==> config.mk <==
export PLATFORM = sky130hd
export DESIGN_NAME = db9_md_scanner
export DESIGN_NICKNAME = d
export VERILOG_FILES = /design/src/rtl/db9_pkg.sv /design/src/rtl/db9_step_timer.sv /design/src/rtl/db9_md_scanner.sv
export SDC_FILE = /design/constraint.sdc
export NUM_CORES = 1
export LEC_CHECK = 0
export ABC_CLOCK_PERIOD_IN_PS = 5050
export BUFFER_PORTS_ARGS = -buffer_cell sky130_fd_sc_hd__buf_2
export CAP_MARGIN = 20
export CORE_MARGIN = 4
export CORE_UTILIZATION = 60
export CTS_CLUSTER_DIAMETER = 150
export CTS_CLUSTER_SIZE = 28
export DETAILED_ROUTE_END_ITERATION = 12
export HOLD_SLACK_MARGIN = 0.08
export PLACE_DENSITY = 0.93
export SLEW_MARGIN = 20
export SYNTH_ARGS = -nofsm -noshare
export SYNTH_HDL_FRONTEND = slang
export SYNTH_SLANG_ARGS = --single-unit
==> constraint.sdc <==
create_clock -name clk_sys -period 5.05 [get_ports clk_sys]
set_input_delay 1.515 -clock clk_sys [delete_from_list [all_inputs] [get_ports clk_sys]]
set_output_delay 1.515 -clock clk_sys [all_outputs]
set_load 0.01 [all_outputs]
==> src/rtl/db9_pkg.sv <==
// Shared constants for the DB9 Mega Drive pad scanner: output bit layout,
// DB9 pin indices and scanner FSM state encodings.
package db9_pkg;

  // Published button word bit positions (active-high)
  localparam int BTN_R     = 0;
  localparam int BTN_L     = 1;
  localparam int BTN_D     = 2;
  localparam int BTN_U     = 3;
  localparam int BTN_B     = 4;
  localparam int BTN_C     = 5;
  localparam int BTN_A     = 6;
  localparam int BTN_START = 7;
  localparam int BTN_MODE  = 8;
  localparam int BTN_X     = 9;
  localparam int BTN_Y     = 10;
  localparam int BTN_Z     = 11;

  // DB9 bus pin positions on joy_in (active-low)
  localparam int PIN_UP    = 0;
  localparam int PIN_DOWN  = 1;
  localparam int PIN_LEFT  = 2;
  localparam int PIN_RIGHT = 3;
  localparam int PIN_TL    = 4;
  localparam int PIN_TR    = 5;

  // Scanner FSM states
  localparam logic [1:0] ST_IDLE    = 2'd0;
  localparam logic [1:0] ST_SCAN    = 2'd1;
  localparam logic [1:0] ST_PUBLISH = 2'd2;

  // Steps per player pass
  localparam logic [2:0] LAST_STEP = 3'd7;

endpackage

==> src/rtl/db9_step_timer.sv <==
// Step and frame timing for the DB9 scanner. The step counter runs only while
// the scanner is in SCAN and strobes on the last cycle of each step; the frame
// counter restarts on scan entry and saturates at its terminal count.
module db9_step_timer #(
  parameter int STEP_CYCLES  = 500,
  parameter int FRAME_CYCLES = 100000
) (
  input  logic i_clk,
  input  logic i_clear,
  input  logic i_frame_restart,
  input  logic i_step_run,
  output logic o_step_end,
  output logic o_frame_end
);

  localparam int SW = (STEP_CYCLES > 2) ? $clog2(STEP_CYCLES) : 1;
  localparam int FW = $clog2(FRAME_CYCLES);

  logic [SW-1:0] r_step_cnt;
  logic [FW-1:0] r_frame_cnt;
  logic          w_step_last;
  logic          w_frame_last;

  assign w_step_last  = (r_step_cnt == SW'(STEP_CYCLES - 1));
  assign w_frame_last = (r_frame_cnt == FW'(FRAME_CYCLES - 1));
  assign o_step_end   = i_step_run && w_step_last;
  assign o_frame_end  = w_frame_last;

  // Step counter: idles at 0 outside SCAN, wraps at the end of every step
  always_ff @(posedge i_clk) begin
    if (i_clear || !i_step_run || w_step_last)
      r_step_cnt <= '0;
    else
      r_step_cnt <= r_step_cnt + SW'(1);
  end

  // Frame counter: zeroed on scan entry, holds at terminal count until used
  always_ff @(posedge i_clk) begin
    if (i_clear || i_frame_restart)
      r_frame_cnt <= '0;
    else if (!w_frame_last)
      r_frame_cnt <= r_frame_cnt + FW'(1);
  end

endmodule

==> src/rtl/db9_md_scanner.sv <==
// Two-player DB9 Mega Drive / Atari pad scanner. Multiplexes the shared bus
// with joy_split, drives the MD select line, captures each player into a
// shadow word and publishes both words together once per frame.
import db9_pkg::*;

module db9_md_scanner #(
  parameter int STEP_CYCLES  = 500,
  parameter int FRAME_CYCLES = 100000
) (
  input  logic        clk_sys,
  input  logic        reset,
  input  logic        enable,
  input  logic [5:0]  joy_in,
  output logic        joy_split,
  output logic        joy_mdsel,
  output logic [15:0] joystick1,
  output logic [15:0] joystick2,
  output logic [1:0]  pad6,
  output logic        scan_done
);

  logic [1:0]       r_state;
  logic             r_player;
  logic [2:0]       r_step;
  logic             r_settle;
  logic [1:0][11:0] r_shadow;
  logic [1:0]       r_six;
  logic [15:0]      r_joy1;
  logic [15:0]      r_joy2;
  logic [1:0]       r_pad6;
  logic             r_scan_done;

  logic       w_clear;
  logic       w_scan;
  logic       w_start;
  logic       w_step_end;
  logic       w_frame_end;
  logic       w_sample;
  logic [5:0] w_inv;
  logic       w_md_id;
  logic       w_six_id;

  // Disable behaves exactly like reset, every cycle it is low
  assign w_clear  = reset || !enable;
  assign w_scan   = (r_state == ST_SCAN);
  assign w_start  = (r_state == ST_IDLE) && w_frame_end;
  assign w_sample = w_scan && w_step_end && !r_settle;
  assign w_inv    = ~joy_in;
  // MD pads pull Left and Right low while select is low
  assign w_md_id  = !joy_in[PIN_LEFT] && !joy_in[PIN_RIGHT];
  // Six-button pads pull all directions low on the third select-low phase
  assign w_six_id = (joy_in[PIN_RIGHT:PIN_UP] == 4'b0000);

  db9_step_timer #(
    .STEP_CYCLES  (STEP_CYCLES),
    .FRAME_CYCLES (FRAME_CYCLES)
  ) u_timer (
    .i_clk           (clk_sys),
    .i_clear         (w_clear),
    .i_frame_restart (w_start),
    .i_step_run      (w_scan),
    .o_step_end      (w_step_end),
    .o_frame_end     (w_frame_end)
  );

  // Select is high on even steps and during the inter-player settle step
  assign joy_mdsel = (w_scan && !r_settle) ? ~r_step[0] : 1'b1;
  // Player 2 is routed only while its pass (including settle) is active
  assign joy_split = !(w_scan && r_player);
  assign joystick1 = r_joy1;
  assign joystick2 = r_joy2;
  assign pad6      = r_pad6;
  assign scan_done = r_scan_done;

  // Scan sequencer: IDLE -> P1 steps -> settle -> P2 steps -> PUBLISH
  always_ff @(posedge clk_sys) begin
    if (w_clear) begin
      r_state  <= ST_IDLE;
      r_player <= 1'b0;
      r_step   <= 3'd0;
      r_settle <= 1'b0;
    end else begin
      case (r_state)
        ST_IDLE: begin
          if (w_frame_end) begin
            r_state  <= ST_SCAN;
            r_player <= 1'b0;
            r_step   <= 3'd0;
            r_settle <= 1'b0;
          end
        end
        ST_SCAN: begin
          if (w_step_end) begin
            if (r_settle) begin
              r_settle <= 1'b0;
              r_step   <= 3'd0;
            end else if (r_step == LAST_STEP) begin
              if (!r_player) begin
                r_player <= 1'b1;
                r_settle <= 1'b1;
                r_step   <= 3'd0;
              end else begin
                r_state <= ST_PUBLISH;
              end
            end else begin
              r_step <= r_step + 3'd1;
            end
          end
        end
        ST_PUBLISH: r_state <= ST_IDLE;
        default:    r_state <= ST_IDLE;
      endcase
    end
  end

  // Capture the bus into the active player's shadow on the last cycle of a step
  always_ff @(posedge clk_sys) begin
    if (w_clear || w_start) begin
      r_shadow <= '0;
      r_six    <= 2'b00;
    end else if (w_sample) begin
      case (r_step)
        3'd0: begin
          r_shadow[r_player][BTN_U] <= w_inv[PIN_UP];
          r_shadow[r_player][BTN_D] <= w_inv[PIN_DOWN];
          r_shadow[r_player][BTN_L] <= w_inv[PIN_LEFT];
          r_shadow[r_player][BTN_R] <= w_inv[PIN_RIGHT];
          r_shadow[r_player][BTN_B] <= w_inv[PIN_TL];
          r_shadow[r_player][BTN_C] <= w_inv[PIN_TR];
        end
        3'd1: begin
          if (w_md_id) begin
            r_shadow[r_player][BTN_A]     <= w_inv[PIN_TL];
            r_shadow[r_player][BTN_START] <= w_inv[PIN_TR];
          end
        end
        3'd5: r_six[r_player] <= w_six_id;
        3'd6: begin
          if (r_six[r_player]) begin
            r_shadow[r_player][BTN_Z]    <= w_inv[PIN_UP];
            r_shadow[r_player][BTN_Y]    <= w_inv[PIN_DOWN];
            r_shadow[r_player][BTN_X]    <= w_inv[PIN_LEFT];
            r_shadow[r_player][BTN_MODE] <= w_inv[PIN_RIGHT];
          end
        end
        default: ;
      endcase
    end
  end

  // Publish both shadows together; scan_done pulses for one cycle
  always_ff @(posedge clk_sys) begin
    if (w_clear) begin
      r_joy1      <= 16'h0000;
      r_joy2      <= 16'h0000;
      r_pad6      <= 2'b00;
      r_scan_done <= 1'b0;
    end else begin
      r_scan_done <= (r_state == ST_PUBLISH);
      if (r_state == ST_PUBLISH) begin
        r_joy1 <= {4'h0, r_shadow[0]};
        r_joy2 <= {4'h0, r_shadow[1]};
        r_pad6 <= r_six;
      end
    end
  end

endmodule

==> results.yml <==
status:
  status: "completed"
routing:
  finalWirelength_mm: 7.82
  drt-pass1-iter-count: 5
  vias: 3014
  wire_per_inst_um: 15.1
  drt_drc_violations_left: 0
  detail_route.vias_per_cell: 5.82
  drt_iter0_markers: 270
  final_antenna_net_count: 0
grt:
  globalRouteTotalUtil: 0.226
  total_gr_overflow: 0
  grt_pass1_wl_mm: 13.6
  grt_start_max_net_pins: 43
  number_of_antenna_violations_at_the_first_check_in_global_routing: 0
  first_global_vias: 2993
clock_tree:
  cts.repair.resized: 0
  cts.repair_timing.setup_buffer_count: 0
  clockBufferDepth: 2
  ctsHtreeMaxLevel: 3
  hold_buffers: 0
  clock_sink_count: 86
  clkSlewWorstSetupHoldPaths_ns: 0.09
  clk-insertion-delay-late_ns: 0.36
  cts_buffers: 9
  cts_tree: "built"
  cts.root.buffer_cell: "sky130_fd_sc_hd__clkbuf_8"
floorplan:
  dieArea_um2: 7480
  fp.dieW_um: 86.5
  design.portCount: 46
  die_y_um: 86.5
  initial_core_util: 0.621
  core_area_um2: 5960
  placement_rows: 28
setup_path:
  r2r_cells: 5
  r2r_end: "r_shadow[16]"
  r2r-start: "u_timer.r_step_cnt[0]"
  worst-endpoint-required_ns: 3.54
  endpoint_kind: "output port"
  crit_fanout: 11
  timing.setup.critical_path_class: "reg2out"
  startpoint_type: "flip-flop"
  cp_data_arrival_time_ns: 1.40
  r2r_setup_slk_ns: 2.62
sta:
  drv_slew: 0
  post-route-min-period_ns: 2.92
  rsz_0062_raised_after_global_routing: "false"
  clock_skew_ns: 0.0130
  achievable-frequency_mhz: 343
  hold_viol_final: 0
  timing.slew.headroom: 0.347
  worst-slew-pin-transition_ns: 0.980
  period_share: 0.577
  setup_tns_ns: 0
  finalSetupViolations: 0
synth:
  synth_cell_type_count: 46
  muxShareOfSynthArea: 0.0599
  synth_async_sr_flop_share: 0
  number_of_synthesized_flops_with_an_enable_pin: 0
  ys.flop_type: "sky130_fd_sc_hd__dfxtp_1"
  synth_compound_area_frac: 0.0792
  synth-xor-area-share: 0.0474
  yosys_warning_count: 0
  synthAdderAreaFrac: 0.0237
  synth-seq-area-share: 0.465
  synth.cell_area_um2: 3700
  synth_top_family_by_area: "simple AND/OR/NAND/NOR gates"
  netlist_instances: 408
  yosys_register_bits: 86
  postSynthAreaPerCell_um2: 9.07
  post_synth_and_or_nand_nor_area_fraction: 0.262
cells_and_area:
  drive_above_1_share: 0.163
  seqCellArea_um2: 1720
  filler_cell_count: 418
  post-route-util: 0.679
  multiInputGateArea_um2: 1770
  area.growth.synth_to_final_pct: 9.37
  antenna_cells_inserted: 0
  nets: 455
run:
  maxCapViolCount: 0
power:
  power_mw: 1.19
  ir_drop_v: 0.000208
  leakage_nw: 1.50
  power.density_cell_area_nw_per_um2: 295
hold_path:
  hold_class: "reg2reg"
  whs_endpoint: "joystick1[4]"
  min-delay-start: "joystick1[4]"
  hold_depth: 2
place:
  gpl.final_weighted_congestion: 0.846
  numPortBuffers: 37
  dpl.hpwl_mm: 5.36
[cell families (layout without fill, tap and decap cells)]
| family | after synthesis | count (layout) |
|---|---|---|
| xor+xnor | 20 | 20 |
| buf+inv | 41 | 69 |
| flops | 86 | 86 |
| compound gates | 47 | 47 |
| other cells | 1 | 8 |
| mux | 22 | 22 |
| simple gates | 184 | 184 |
| fa+ha+maj | 7 | 7 |
[layout by cell type (no fill, tap or decap), types with 4 or more instances in the layout]
master,count
sky130_fd_sc_hd__a211oi_2,4
sky130_fd_sc_hd__a21oi_1,30
sky130_fd_sc_hd__buf_2,37
sky130_fd_sc_hd__clkbuf_8,9
sky130_fd_sc_hd__conb_1,8
sky130_fd_sc_hd__dfxtp_1,86
sky130_fd_sc_hd__ha_1,7
sky130_fd_sc_hd__inv_1,14
sky130_fd_sc_hd__mux2i_1,21
sky130_fd_sc_hd__nand2_1,62
sky130_fd_sc_hd__nand2b_1,4
sky130_fd_sc_hd__nand3_1,8
sky130_fd_sc_hd__nand4_1,8
sky130_fd_sc_hd__nor2_1,56
sky130_fd_sc_hd__nor3_1,6
sky130_fd_sc_hd__nor4_1,10
sky130_fd_sc_hd__xnor2_1,16
sky130_fd_sc_hd__xor2_1,4
[worst max path at each step]
| stage | startpoint | to | slack [ns] | cells after the start |
|---|---|---|---|---|
| after floorplan | reset | u_timer.r_step_cnt[2] | 2.59 | 5 |
| after global placement | reset | r_shadow[13] | 2.00 | 6 |
| after detailed placement | reset | r_shadow[2] | 1.92 | 6 |
| after CTS | r_state[0] | joy_mdsel | 2.12 | 4 |
| after global routing | r_state[0] | joy_mdsel | 2.01 | 4 |
| final | r_state[0] | joy_mdsel | 2.13 | 4 |
[power breakdown]
group / internal (mW) / switching, mW
logic: 0.00587 / 0.0205
registers: 0.678 / 0.00109
clock network: 0.231 / 0.255
total: 0.915 / 0.276
[cell usage after synthesis, types with 2 or more instances]
master / instances / area [um^2]
sky130_fd_sc_hd__dfxtp_1: 86 / 1720
sky130_fd_sc_hd__nand2_1: 62 / 233
sky130_fd_sc_hd__nor2_1: 56 / 210
sky130_fd_sc_hd__a21oi_1: 30 / 150
sky130_fd_sc_hd__mux2i_1: 21 / 210
sky130_fd_sc_hd__xnor2_1: 16 / 140
sky130_fd_sc_hd__inv_1: 14 / 52.6
sky130_fd_sc_hd__clkbuf_1: 11 / 41.3
sky130_fd_sc_hd__nor4_1: 10 / 62.6
sky130_fd_sc_hd__buf_4: 9 / 67.6
sky130_fd_sc_hd__nand3_1: 8 / 40.0
sky130_fd_sc_hd__nand4_1: 8 / 50.1
sky130_fd_sc_hd__ha_1: 7 / 87.6
sky130_fd_sc_hd__nor3_1: 6 / 30.0
sky130_fd_sc_hd__a211oi_2: 4 / 50.1
sky130_fd_sc_hd__nand2b_1: 4 / 25.0
sky130_fd_sc_hd__xor2_1: 4 / 35.0
sky130_fd_sc_hd__a211oi_1: 3 / 22.5
sky130_fd_sc_hd__a31oi_1: 3 / 18.8
sky130_fd_sc_hd__and3_1: 3 / 18.8
sky130_fd_sc_hd__and4_1: 3 / 26.3
sky130_fd_sc_hd__buf_2: 3 / 15.0
sky130_fd_sc_hd__clkbuf_8: 3 / 41.3
sky130_fd_sc_hd__nor4_4: 3 / 63.8
sky130_fd_sc_hd__nor4b_1: 3 / 26.3
sky130_fd_sc_hd__a22o_1: 2 / 17.5
sky130_fd_sc_hd__and4bb_2: 2 / 25.0
sky130_fd_sc_hd__nand3b_1: 2 / 15.0
sky130_fd_sc_hd__nand4_2: 2 / 25.0
sky130_fd_sc_hd__nor3b_1: 2 / 15.0
sky130_fd_sc_hd__nor4bb_1: 2 / 20.0
sky130_fd_sc_hd__o21ai_0: 2 / 10.0
[worst max-delay path, cell delays in order (launching register included)]
cell and delay (ns):
sky130_fd_sc_hd__dfxtp_1 0.53, sky130_fd_sc_hd__nand2b_1 0.16, sky130_fd_sc_hd__nor2_1 0.14, sky130_fd_sc_hd__nand2_1 0.07, sky130_fd_sc_hd__buf_2 0.14
[metrics by stage]
step	hold slack (ns)	cell area [um^2]	std cells	worst slack, ns
finish	0.454	4050	518	2.13
global route	0.485	4050	518	2.01
CTS	0.455	4050	518	2.12
detailed placement	0.443	3850	503	1.92
global placement	0.424	3850	503	2.00
floorplan	0.413	3720	415	2.59
[sequential cells by signal, indices dropped and copies added (netlist names)]
signal and flops:
joystick1 12, r_state 2, r_settle 1, joystick2 12, r_player 1, u_timer.r_frame_cnt 17
r_six 2, pad6 2, r_shadow 24, r_step 3, u_timer.r_step_cnt 9, scan_done 1
[routing by layer]
layer / global-route usage / vias to the layer above / wire, um
li1: - / 1445 / -
met1: 0.267 / 1433 / 3210
met2: 0.385 / 112 / 3900
met3: 0.0608 / 24 / 500
met4: 0.0977 / 0 / 210
met5: 0 / - / 0
[final cells by class]
| type | count | area share |
|---|---|---|
| timing repair buffer | 40 | 0.0513 |
| clock buffer | 9 | 0.0306 |
| multi-input combinational | 288 | 0.439 |
| inverter | 14 | 0.0130 |
| sequential | 86 | 0.426 |
| clock inverter | 6 | 0.0176 |
| tap | 75 | 0.0232 |
Power figures use the tool's default switching activity.
